## config.mk

```make
export PLATFORM = sky130hd
export DESIGN_NAME = multicycle_control
export DESIGN_NICKNAME = d
export VERILOG_FILES = /design/src/rtl/control_pkg.sv /design/src/rtl/wait_counter.sv /design/src/rtl/multicycle_control.sv
export SDC_FILE = /design/constraint.sdc
export NUM_CORES = 1
export LEC_CHECK = 0
export ABC_AREA = 1
export CORE_ASPECT_RATIO = 1.75
export CORE_MARGIN = 8
export CORE_UTILIZATION = 32
export CTS_BUF_LIST = sky130_fd_sc_hd__clkbuf_4 sky130_fd_sc_hd__clkbuf_8 sky130_fd_sc_hd__clkbuf_16
export DETAILED_ROUTE_END_ITERATION = 10
export PLACE_DENSITY = 0.67
export SLEW_MARGIN = 15
export SYNTH_ARGS = -nofsm -noshare
export SYNTH_HDL_FRONTEND = slang
export SYNTH_SLANG_ARGS = --single-unit
```

## constraint.sdc

```tcl
create_clock -name clock -period 2.8 [get_ports clock]
set_input_delay 0.7 -clock clock [delete_from_list [all_inputs] [get_ports clock]]
set_output_delay 0.7 -clock clock [all_outputs]
set_load 0.005 [all_outputs]
```

## src/rtl/control_pkg.sv

```systemverilog
// rtl/control_pkg.sv - shared encodings for the multicycle control FSM
//
// Holds the FSM state codes (also visible on state_out), the ALU operation
// codes, the MIPS-subset opcode/funct values, the alu_src_b and pc_source
// selector encodings, and the exception cause codes.
package control_pkg;

    typedef enum logic [6:0] {
        S_RESET     = 7'd0,
        S_FETCH     = 7'd1,
        S_DECODE    = 7'd2,
        S_MEM_ADDR  = 7'd3,
        S_MEM_READ  = 7'd4,
        S_MEM_WB    = 7'd5,
        S_MEM_WRITE = 7'd6,
        S_R_EXEC    = 7'd7,
        S_R_WB      = 7'd8,
        S_ADDI_EXEC = 7'd9,
        S_ADDI_WB   = 7'd10,
        S_BRANCH    = 7'd11,
        S_JUMP      = 7'd12,
        S_EXC       = 7'd13
    } state_e;

    localparam logic [2:0] ALU_NONE = 3'd0;
    localparam logic [2:0] ALU_ADD  = 3'd1;
    localparam logic [2:0] ALU_SUB  = 3'd2;
    localparam logic [2:0] ALU_AND  = 3'd3;
    localparam logic [2:0] ALU_OR   = 3'd4;
    localparam logic [2:0] ALU_SLT  = 3'd5;

    localparam logic [5:0] OP_RTYPE = 6'h00;
    localparam logic [5:0] OP_J     = 6'h02;
    localparam logic [5:0] OP_BEQ   = 6'h04;
    localparam logic [5:0] OP_BNE   = 6'h05;
    localparam logic [5:0] OP_ADDI  = 6'h08;
    localparam logic [5:0] OP_LW    = 6'h23;
    localparam logic [5:0] OP_SW    = 6'h2B;

    localparam logic [5:0] FN_ADD = 6'h20;
    localparam logic [5:0] FN_SUB = 6'h22;
    localparam logic [5:0] FN_AND = 6'h24;
    localparam logic [5:0] FN_OR  = 6'h25;
    localparam logic [5:0] FN_SLT = 6'h2A;

    localparam logic [1:0] SRCB_REG    = 2'd0;
    localparam logic [1:0] SRCB_FOUR   = 2'd1;
    localparam logic [1:0] SRCB_IMM    = 2'd2;
    localparam logic [1:0] SRCB_IMM_SH = 2'd3;

    localparam logic [1:0] PCSRC_ALU    = 2'd0;
    localparam logic [1:0] PCSRC_ALUOUT = 2'd1;
    localparam logic [1:0] PCSRC_JUMP   = 2'd2;
    localparam logic [1:0] PCSRC_EXC    = 2'd3;

    localparam logic CAUSE_INVALID  = 1'b0;
    localparam logic CAUSE_OVERFLOW = 1'b1;

    // ALU code for an R-type funct; ALU_NONE marks an unsupported funct.
    function automatic logic [2:0] funct_alu_op(input logic [5:0] funct);
        case (funct)
            FN_ADD:  return ALU_ADD;
            FN_SUB:  return ALU_SUB;
            FN_AND:  return ALU_AND;
            FN_OR:   return ALU_OR;
            FN_SLT:  return ALU_SLT;
            default: return ALU_NONE;
        endcase
    endfunction

endpackage

```

## src/rtl/wait_counter.sv

```systemverilog
// rtl/wait_counter.sv - clearable up-counter timing multi-cycle FSM states
//
// Ports: clock, reset (sync, active-high), load (clear to 0), count
// (increment), limit (cycles the current state lasts), done (this is the
// last cycle of the current state).
module wait_counter #(
    parameter int WIDTH = 1
) (
    input  logic             clock,
    input  logic             reset,
    input  logic             load,
    input  logic             count,
    input  logic [WIDTH-1:0] limit,
    output logic             done
);

    logic [WIDTH-1:0] value;

    always_ff @(posedge clock) begin
        if (reset || load) begin
            value <= '0;
        end else if (count) begin
            value <= value + WIDTH'(1);
        end
    end

    assign done = (value == limit - WIDTH'(1));

endmodule

```

## src/rtl/multicycle_control.sv

```systemverilog
// rtl/multicycle_control.sv - multicycle MIPS-subset control FSM
//
// Sequences fetch/decode/execute/memory/writeback for lw, sw, R-type,
// addi, beq, bne and j, with MEM_LATENCY-cycle memory accesses, a
// RESET_CYCLES hold after reset and precise exceptions.
// Ports: clock, reset (sync, active-high); opcode/funct from the IR;
// overflow/zero from the ALU; datapath enables pc_write, ir_write, mem_wr,
// iord, reg_write, reg_dst, mem_to_reg, epc_write; selects alu_src_a,
// alu_src_b, alu_op, pc_source; cause (valid with epc_write); state_out.
module multicycle_control
    import control_pkg::*;
#(
    parameter int MEM_LATENCY  = 1,
    parameter int RESET_CYCLES = 1
) (
    input  logic       clock,
    input  logic       reset,
    input  logic [5:0] opcode,
    input  logic [5:0] funct,
    input  logic       overflow,
    input  logic       zero,
    output logic       pc_write,
    output logic       ir_write,
    output logic       mem_wr,
    output logic       iord,
    output logic       reg_write,
    output logic       reg_dst,
    output logic       mem_to_reg,
    output logic       epc_write,
    output logic       alu_src_a,
    output logic [1:0] alu_src_b,
    output logic [2:0] alu_op,
    output logic [1:0] pc_source,
    output logic       cause,
    output logic [6:0] state_out
);

    localparam int MAX_WAIT = (MEM_LATENCY > RESET_CYCLES) ? MEM_LATENCY : RESET_CYCLES;
    localparam int CW       = $clog2(MAX_WAIT + 1);

    state_e        state;
    state_e        next_state;
    logic          cause_q;
    logic          next_cause;
    logic          counted;
    logic          advance;
    logic          wait_done;
    logic [CW-1:0] wait_limit;
    logic [2:0]    r_alu_op;
    logic          r_arith;

    assign r_alu_op = funct_alu_op(funct);
    assign r_arith  = (funct == FN_ADD) || (funct == FN_SUB);

    // Only these states last more than one cycle; every other state leaves
    // after a single cycle, so the counter is cleared on each state change.
    assign counted    = state inside {S_RESET, S_FETCH, S_MEM_READ, S_MEM_WRITE};
    assign wait_limit = (state == S_RESET) ? CW'(RESET_CYCLES) : CW'(MEM_LATENCY);
    assign advance    = counted ? wait_done : 1'b1;

    wait_counter #(
        .WIDTH(CW)
    ) u_wait (
        .clock(clock),
        .reset(reset),
        .load (advance),
        .count(counted),
        .limit(wait_limit),
        .done (wait_done)
    );

    // Destination when the current state is left; unsupported funct codes
    // are rejected already in DECODE so R_EXEC always has a valid ALU op.
    always_comb begin
        next_state = state;
        next_cause = cause_q;
        case (state)
            S_RESET: next_state = S_FETCH;
            S_FETCH: next_state = S_DECODE;
            S_DECODE: begin
                case (opcode)
                    OP_RTYPE: begin
                        if (r_alu_op != ALU_NONE) begin
                            next_state = S_R_EXEC;
                        end else begin
                            next_state = S_EXC;
                            next_cause = CAUSE_INVALID;
                        end
                    end
                    OP_LW, OP_SW:   next_state = S_MEM_ADDR;
                    OP_ADDI:        next_state = S_ADDI_EXEC;
                    OP_BEQ, OP_BNE: next_state = S_BRANCH;
                    OP_J:           next_state = S_JUMP;
                    default: begin
                        next_state = S_EXC;
                        next_cause = CAUSE_INVALID;
                    end
                endcase
            end
            S_MEM_ADDR: next_state = (opcode == OP_SW) ? S_MEM_WRITE : S_MEM_READ;
            S_MEM_READ: next_state = S_MEM_WB;
            S_R_EXEC: begin
                if (r_arith && overflow) begin
                    next_state = S_EXC;
                    next_cause = CAUSE_OVERFLOW;
                end else begin
                    next_state = S_R_WB;
                end
            end
            S_ADDI_EXEC: begin
                if (overflow) begin
                    next_state = S_EXC;
                    next_cause = CAUSE_OVERFLOW;
                end else begin
                    next_state = S_ADDI_WB;
                end
            end
            default: next_state = S_FETCH;
        endcase
    end

    always_ff @(posedge clock) begin
        if (reset) begin
            state   <= S_RESET;
            cause_q <= CAUSE_INVALID;
        end else if (advance) begin
            state   <= next_state;
            cause_q <= next_cause;
        end
    end

    // Moore decode of the current state; BRANCH additionally looks at zero.
    always_comb begin
        pc_write   = 1'b0;
        ir_write   = 1'b0;
        mem_wr     = 1'b0;
        iord       = 1'b0;
        reg_write  = 1'b0;
        reg_dst    = 1'b0;
        mem_to_reg = 1'b0;
        epc_write  = 1'b0;
        alu_src_a  = 1'b0;
        alu_src_b  = SRCB_REG;
        alu_op     = ALU_NONE;
        pc_source  = PCSRC_ALU;
        cause      = 1'b0;
        case (state)
            S_FETCH: begin
                alu_src_b = SRCB_FOUR;
                alu_op    = ALU_ADD;
                ir_write  = wait_done;
                pc_write  = wait_done;
            end
            S_DECODE: begin
                alu_src_b = SRCB_IMM_SH;
                alu_op    = ALU_ADD;
            end
            S_MEM_ADDR, S_ADDI_EXEC: begin
                alu_src_a = 1'b1;
                alu_src_b = SRCB_IMM;
                alu_op    = ALU_ADD;
            end
            S_MEM_READ: iord = 1'b1;
            S_MEM_WRITE: begin
                iord   = 1'b1;
                mem_wr = 1'b1;
            end
            S_MEM_WB: begin
                reg_write  = 1'b1;
                mem_to_reg = 1'b1;
            end
            S_R_EXEC: begin
                alu_src_a = 1'b1;
                alu_op    = r_alu_op;
            end
            S_R_WB: begin
                reg_write = 1'b1;
                reg_dst   = 1'b1;
            end
            S_ADDI_WB: reg_write = 1'b1;
            S_BRANCH: begin
                alu_src_a = 1'b1;
                alu_op    = ALU_SUB;
                pc_source = PCSRC_ALUOUT;
                pc_write  = (opcode == OP_BEQ) ? zero : !zero;
            end
            S_JUMP: begin
                pc_source = PCSRC_JUMP;
                pc_write  = 1'b1;
            end
            S_EXC: begin
                epc_write = 1'b1;
                pc_write  = 1'b1;
                pc_source = PCSRC_EXC;
                cause     = cause_q;
            end
            default: ;
        endcase
    end

    assign state_out = state;

endmodule

```

==> results.rst <==
.. list-table::
   :header-rows: 1

   * - Metric
     - Value
   * - Post-CTS clock slew at the launch and capture registers of the worst setup and hold paths
     - 0.04 ns
   * - Final Total Pwr
     - 0.417 mW
   * - Sequential fraction of the synthesis area
     - 0.157
   * - Port Buf Inserts
     - 36
   * - Synth Area in Compound Gates
     - 0.129
   * - Tightest hold margin
     - 0.469 ns
   * - Die boundary width
     - 53.0 um
   * - Top-level I/O count
     - 40
   * - Worst path required time
     - 2.10 ns
   * - Number of diodes
     - 0
   * - Number of failing hold endpoints at the final stage
     - 0
   * - Die Height
     - 80.7 um
   * - HPWL Detailed
     - 2310 um
   * - First-pass GRT wire length
     - 4850 um
   * - Placer Congestion
     - 0.834
   * - Post-synth top flop
     - sky130_fd_sc_hd__dfxtp_1
   * - Startpoint of the most critical register-to-register path
     - state_out[1]$_SDFFE_PP0P_
   * - Area share of the largest cell type after synthesis
     - 0.157
   * - Aggregate negative setup slack
     - 0 ns
   * - Fmax achieved
     - 369 MHz
   * - Power density over cell area
     - 302 nW/um^2
   * - Via count of the first global-routing pass
     - 1108
   * - Startpoint of the most critical hold path
     - cause_q$_SDFFE_PP0P_
   * - Mux contribution to synthesized area
     - 0
   * - Number of design rule violations left after detail routing
     - 0
   * - Clock Root Buffer
     - sky130_fd_sc_hd__clkbuf_8
   * - Final-layout fill cell count
     - 236
   * - Yosys warning count
     - 0
   * - Most numerous cell types in the synthesized netlist
     - sky130_fd_sc_hd__nand2_1, sky130_fd_sc_hd__nor2_1, sky130_fd_sc_hd__inv_1, sky130_fd_sc_hd__nand3_1
   * - Post-synthesis share of cell area spent on full adders, half adders and majority gates
     - 0
   * - Leakage power summed over all cells
     - 0.697 nW
   * - Period utilization
     - 0.967
   * - Kind of end point of the critical path
     - output pin
   * - Synthesized-area fraction occupied by and/or/nand/nor cells
     - 0.552
   * - Status
     - complete, no violations
   * - NumNets Final
     - 217
   * - Data arrival, critical path
     - 2.01 ns
   * - Cell type with the highest aggregate area in the netlist
     - sky130_fd_sc_hd__dfxtp_1
   * - FP Rows
     - 23
   * - Pin count of the biggest net entering global routing
     - 10
   * - Critical path's top delay family
     - buffers and inverters
   * - Number of levels the H-tree was split into
     - 1
   * - Async set-reset flop share out of synthesis
     - 0
   * - Setup repair after global routing missed its margin
     - false
   * - Number of instances in the synthesized netlist
     - 141
   * - Worst Setup Start Kind
     - input pin
   * - Post-route ant nets
     - 0
   * - Layout cells sized above 1
     - 0.231
   * - Post-synthesis to final-layout area growth
     - 80.4%
   * - DRT Wirelength
     - 3000 um
   * - Post-placement worst setup slack
     - -0.223 ns
   * - Global Route Usage Sum
     - 0.142
   * - Timing startpoint of the critical path
     - funct[0]
   * - TritonCTS buffer count
     - 3
   * - Placeable core region
     - 2270 um^2
   * - Number of sinks handled by clock tree synthesis
     - 6
   * - VDD IR-drop max
     - 0.293 mV
   * - Die area
     - 4280 um^2
   * - Clock tree from TritonCTS
     - done
   * - Maximum buffer depth of the clock tree
     - 2
   * - Number of buffer and inverter stages on the critical path
     - 2
   * - Worst min-delay path class
     - reg2reg
   * - Maximum cell stage delay along the critical path
     - 0.50 ns
   * - Footprint of the multi-input gates
     - 584 um^2
   * - Parity-gate share of the synthesized area counting xor and xnor cells
     - 0
   * - Netlist cell types
     - 23
   * - Post-synth EDFFs
     - 0
   * - Number of max-capacitance violations reported
     - 0
   * - Total of flip-flops plus latches after synthesis
     - 6
   * - Leading cell types by total area after synthesis
     - sky130_fd_sc_hd__dfxtp_1, sky130_fd_sc_hd__nand2_1, sky130_fd_sc_hd__nor2_1
   * - Routed vias/inst
     - 4.95
   * - Vias after detailed routing
     - 1109
   * - Final critical path time including I/O delays and setup
     - 2.71 ns
   * - Number of detailed-routing iterations run before antenna repair
     - 4
   * - Number of max-slew violations in the final report
     - 0
   * - Worst Path Max Fanout
     - 4
   * - Main combinational cell family by area after synthesis
     - simple AND/OR/NAND/NOR gates
   * - Number of setup violations in the final report
     - 0
   * - Initial detailed-routing violation count
     - 14
   * - Crit Path Class
     - in2out
   * - Cells traversed along the worst timing path
     - dlygate4sd2_1, nor2_2, nand3_2, nand3_1, a211o_1, clkdlybuf4s50_1
   * - Mapped cell area
     - 766 um^2
   * - Average size of a mapped cell
     - 5.43 um^2
   * - Initial core utilization
     - 0.337
   * - GR Overflow Total
     - 0
   * - Count leader, synth
     - sky130_fd_sc_hd__nand2_1
   * - End-of-flow core utilization
     - 0.608
   * - Sequential cell area
     - 121 um^2
   * - Slowest cell on crit path
     - sky130_fd_sc_hd__clkdlybuf4s50_1
   * - Number of antenna violations at the first check in global routing
     - 0
   * - Worst Slack Setup Final
     - 0.0914 ns
   * - Post-detailed-route wirelength per cell
     - 13.4 um
   * - Clk Latency, worst-skew pair
     - 0.22 ns
   * - Post-Route Skew
     - 0.00262 ns
==> state kept, by name, summed over array words and instances (netlist names) <==
name and cells:
cause_q 1, u_wait.value 1, state_out 4
==> layer usage <==
layer,GRT usage,routed length (um),vias to the layer above,part of all wire
met5,0,0,-,0
met4,0.0599,60,0,0.020
met3,0.0185,117,4,0.039
met2,0.284,1750,26,0.58
met1,0.131,1070,511,0.36
li1,-,-,568,-
==> power breakdown <==
group	switching, mW	total (mW)	internal [mW]
Sequential	0.0120	0.105	0.0932
Combinational	0.0882	0.183	0.0948
Clock	0.0368	0.129	0.0923
Total	0.137	0.417	0.280
==> stage by stage <==
stage,instance area [um^2],cells
CTS,1320,222
finish,1380,224
global placement,1210,211
detailed placement,1210,211
floorplan,777,144
global route,1380,224
==> layout make-up <==
class,instances,area share
Clock buffer,3,0.0299
Tap cell,25,0.0226
Timing Repair Buffer,56,0.374
Inverter,23,0.0625
Sequential cell,6,0.0879
Multi-Input combinational cell,111,0.423
==> cells in the final DEF (no fill, tap or decap) <==
cell / count
sky130_fd_sc_hd__o31ai_1: 1
sky130_fd_sc_hd__nand2_1: 32
sky130_fd_sc_hd__nand3_1: 7
sky130_fd_sc_hd__dlygate4sd2_1: 1
sky130_fd_sc_hd__and3_1: 1
sky130_fd_sc_hd__a21boi_1: 1
sky130_fd_sc_hd__dlymetal6s2s_1: 7
sky130_fd_sc_hd__dfxtp_2: 1
sky130_fd_sc_hd__nand4_1: 6
sky130_fd_sc_hd__nor2_4: 5
sky130_fd_sc_hd__clkdlybuf4s50_1: 26
sky130_fd_sc_hd__nor2_2: 5
sky130_fd_sc_hd__a21oi_1: 7
sky130_fd_sc_hd__inv_2: 2
sky130_fd_sc_hd__o22ai_1: 2
sky130_fd_sc_hd__buf_4: 20
sky130_fd_sc_hd__a211o_1: 1
sky130_fd_sc_hd__inv_1: 21
sky130_fd_sc_hd__conb_1: 4
sky130_fd_sc_hd__clkbuf_2: 2
sky130_fd_sc_hd__nand3b_1: 1
sky130_fd_sc_hd__o21bai_2: 1
sky130_fd_sc_hd__nor3_1: 7
sky130_fd_sc_hd__a21oi_2: 1
sky130_fd_sc_hd__or2_4: 1
sky130_fd_sc_hd__o21ai_0: 2
sky130_fd_sc_hd__dfxtp_1: 5
sky130_fd_sc_hd__nand3_2: 4
sky130_fd_sc_hd__o21ai_1: 1
sky130_fd_sc_hd__nor2_1: 20
sky130_fd_sc_hd__clkbuf_8: 3
sky130_fd_sc_hd__nor3_2: 1
==> worst min-delay path: cells and delay by family, from the launching register on <==
kind	cells	cell delay [ns]
AOI/OAI and AO/OA	1	0.05
and+or+nand+nor	1	0.06
DFF	1	0.30
==> kinds of logic (layout without fill, tap and decap cells) <==
logic type | count (synthesis) | in the layout
simple gates | 90 | 90
buf+inv | 27 | 82
compound gates | 17 | 17
flops | 6 | 6
other cells | 1 | 4
==> worst paths after layout <==
kind	endpoint	slack [ns]	cells past startpoint
hold / removal	cause_q$_SDFFE_PP0P_	0.47	2
setup reg to reg	state_out[0]$_SDFFE_PP0P_	1.35	7
hold reg to reg	cause_q$_SDFFE_PP0P_	0.47	2
setup / recovery	alu_op[0]	0.09	6
==> repair_timing <==
item | 4_1_cts | 5_1_grt
setup buffers | 8 | 2
resized for setup | 7 | 23
pin swaps | 1 | 10
endpoints found under the setup margin | 4 | 9
hold buffers | 0 | 0
(Power assumes the default switching activity.)
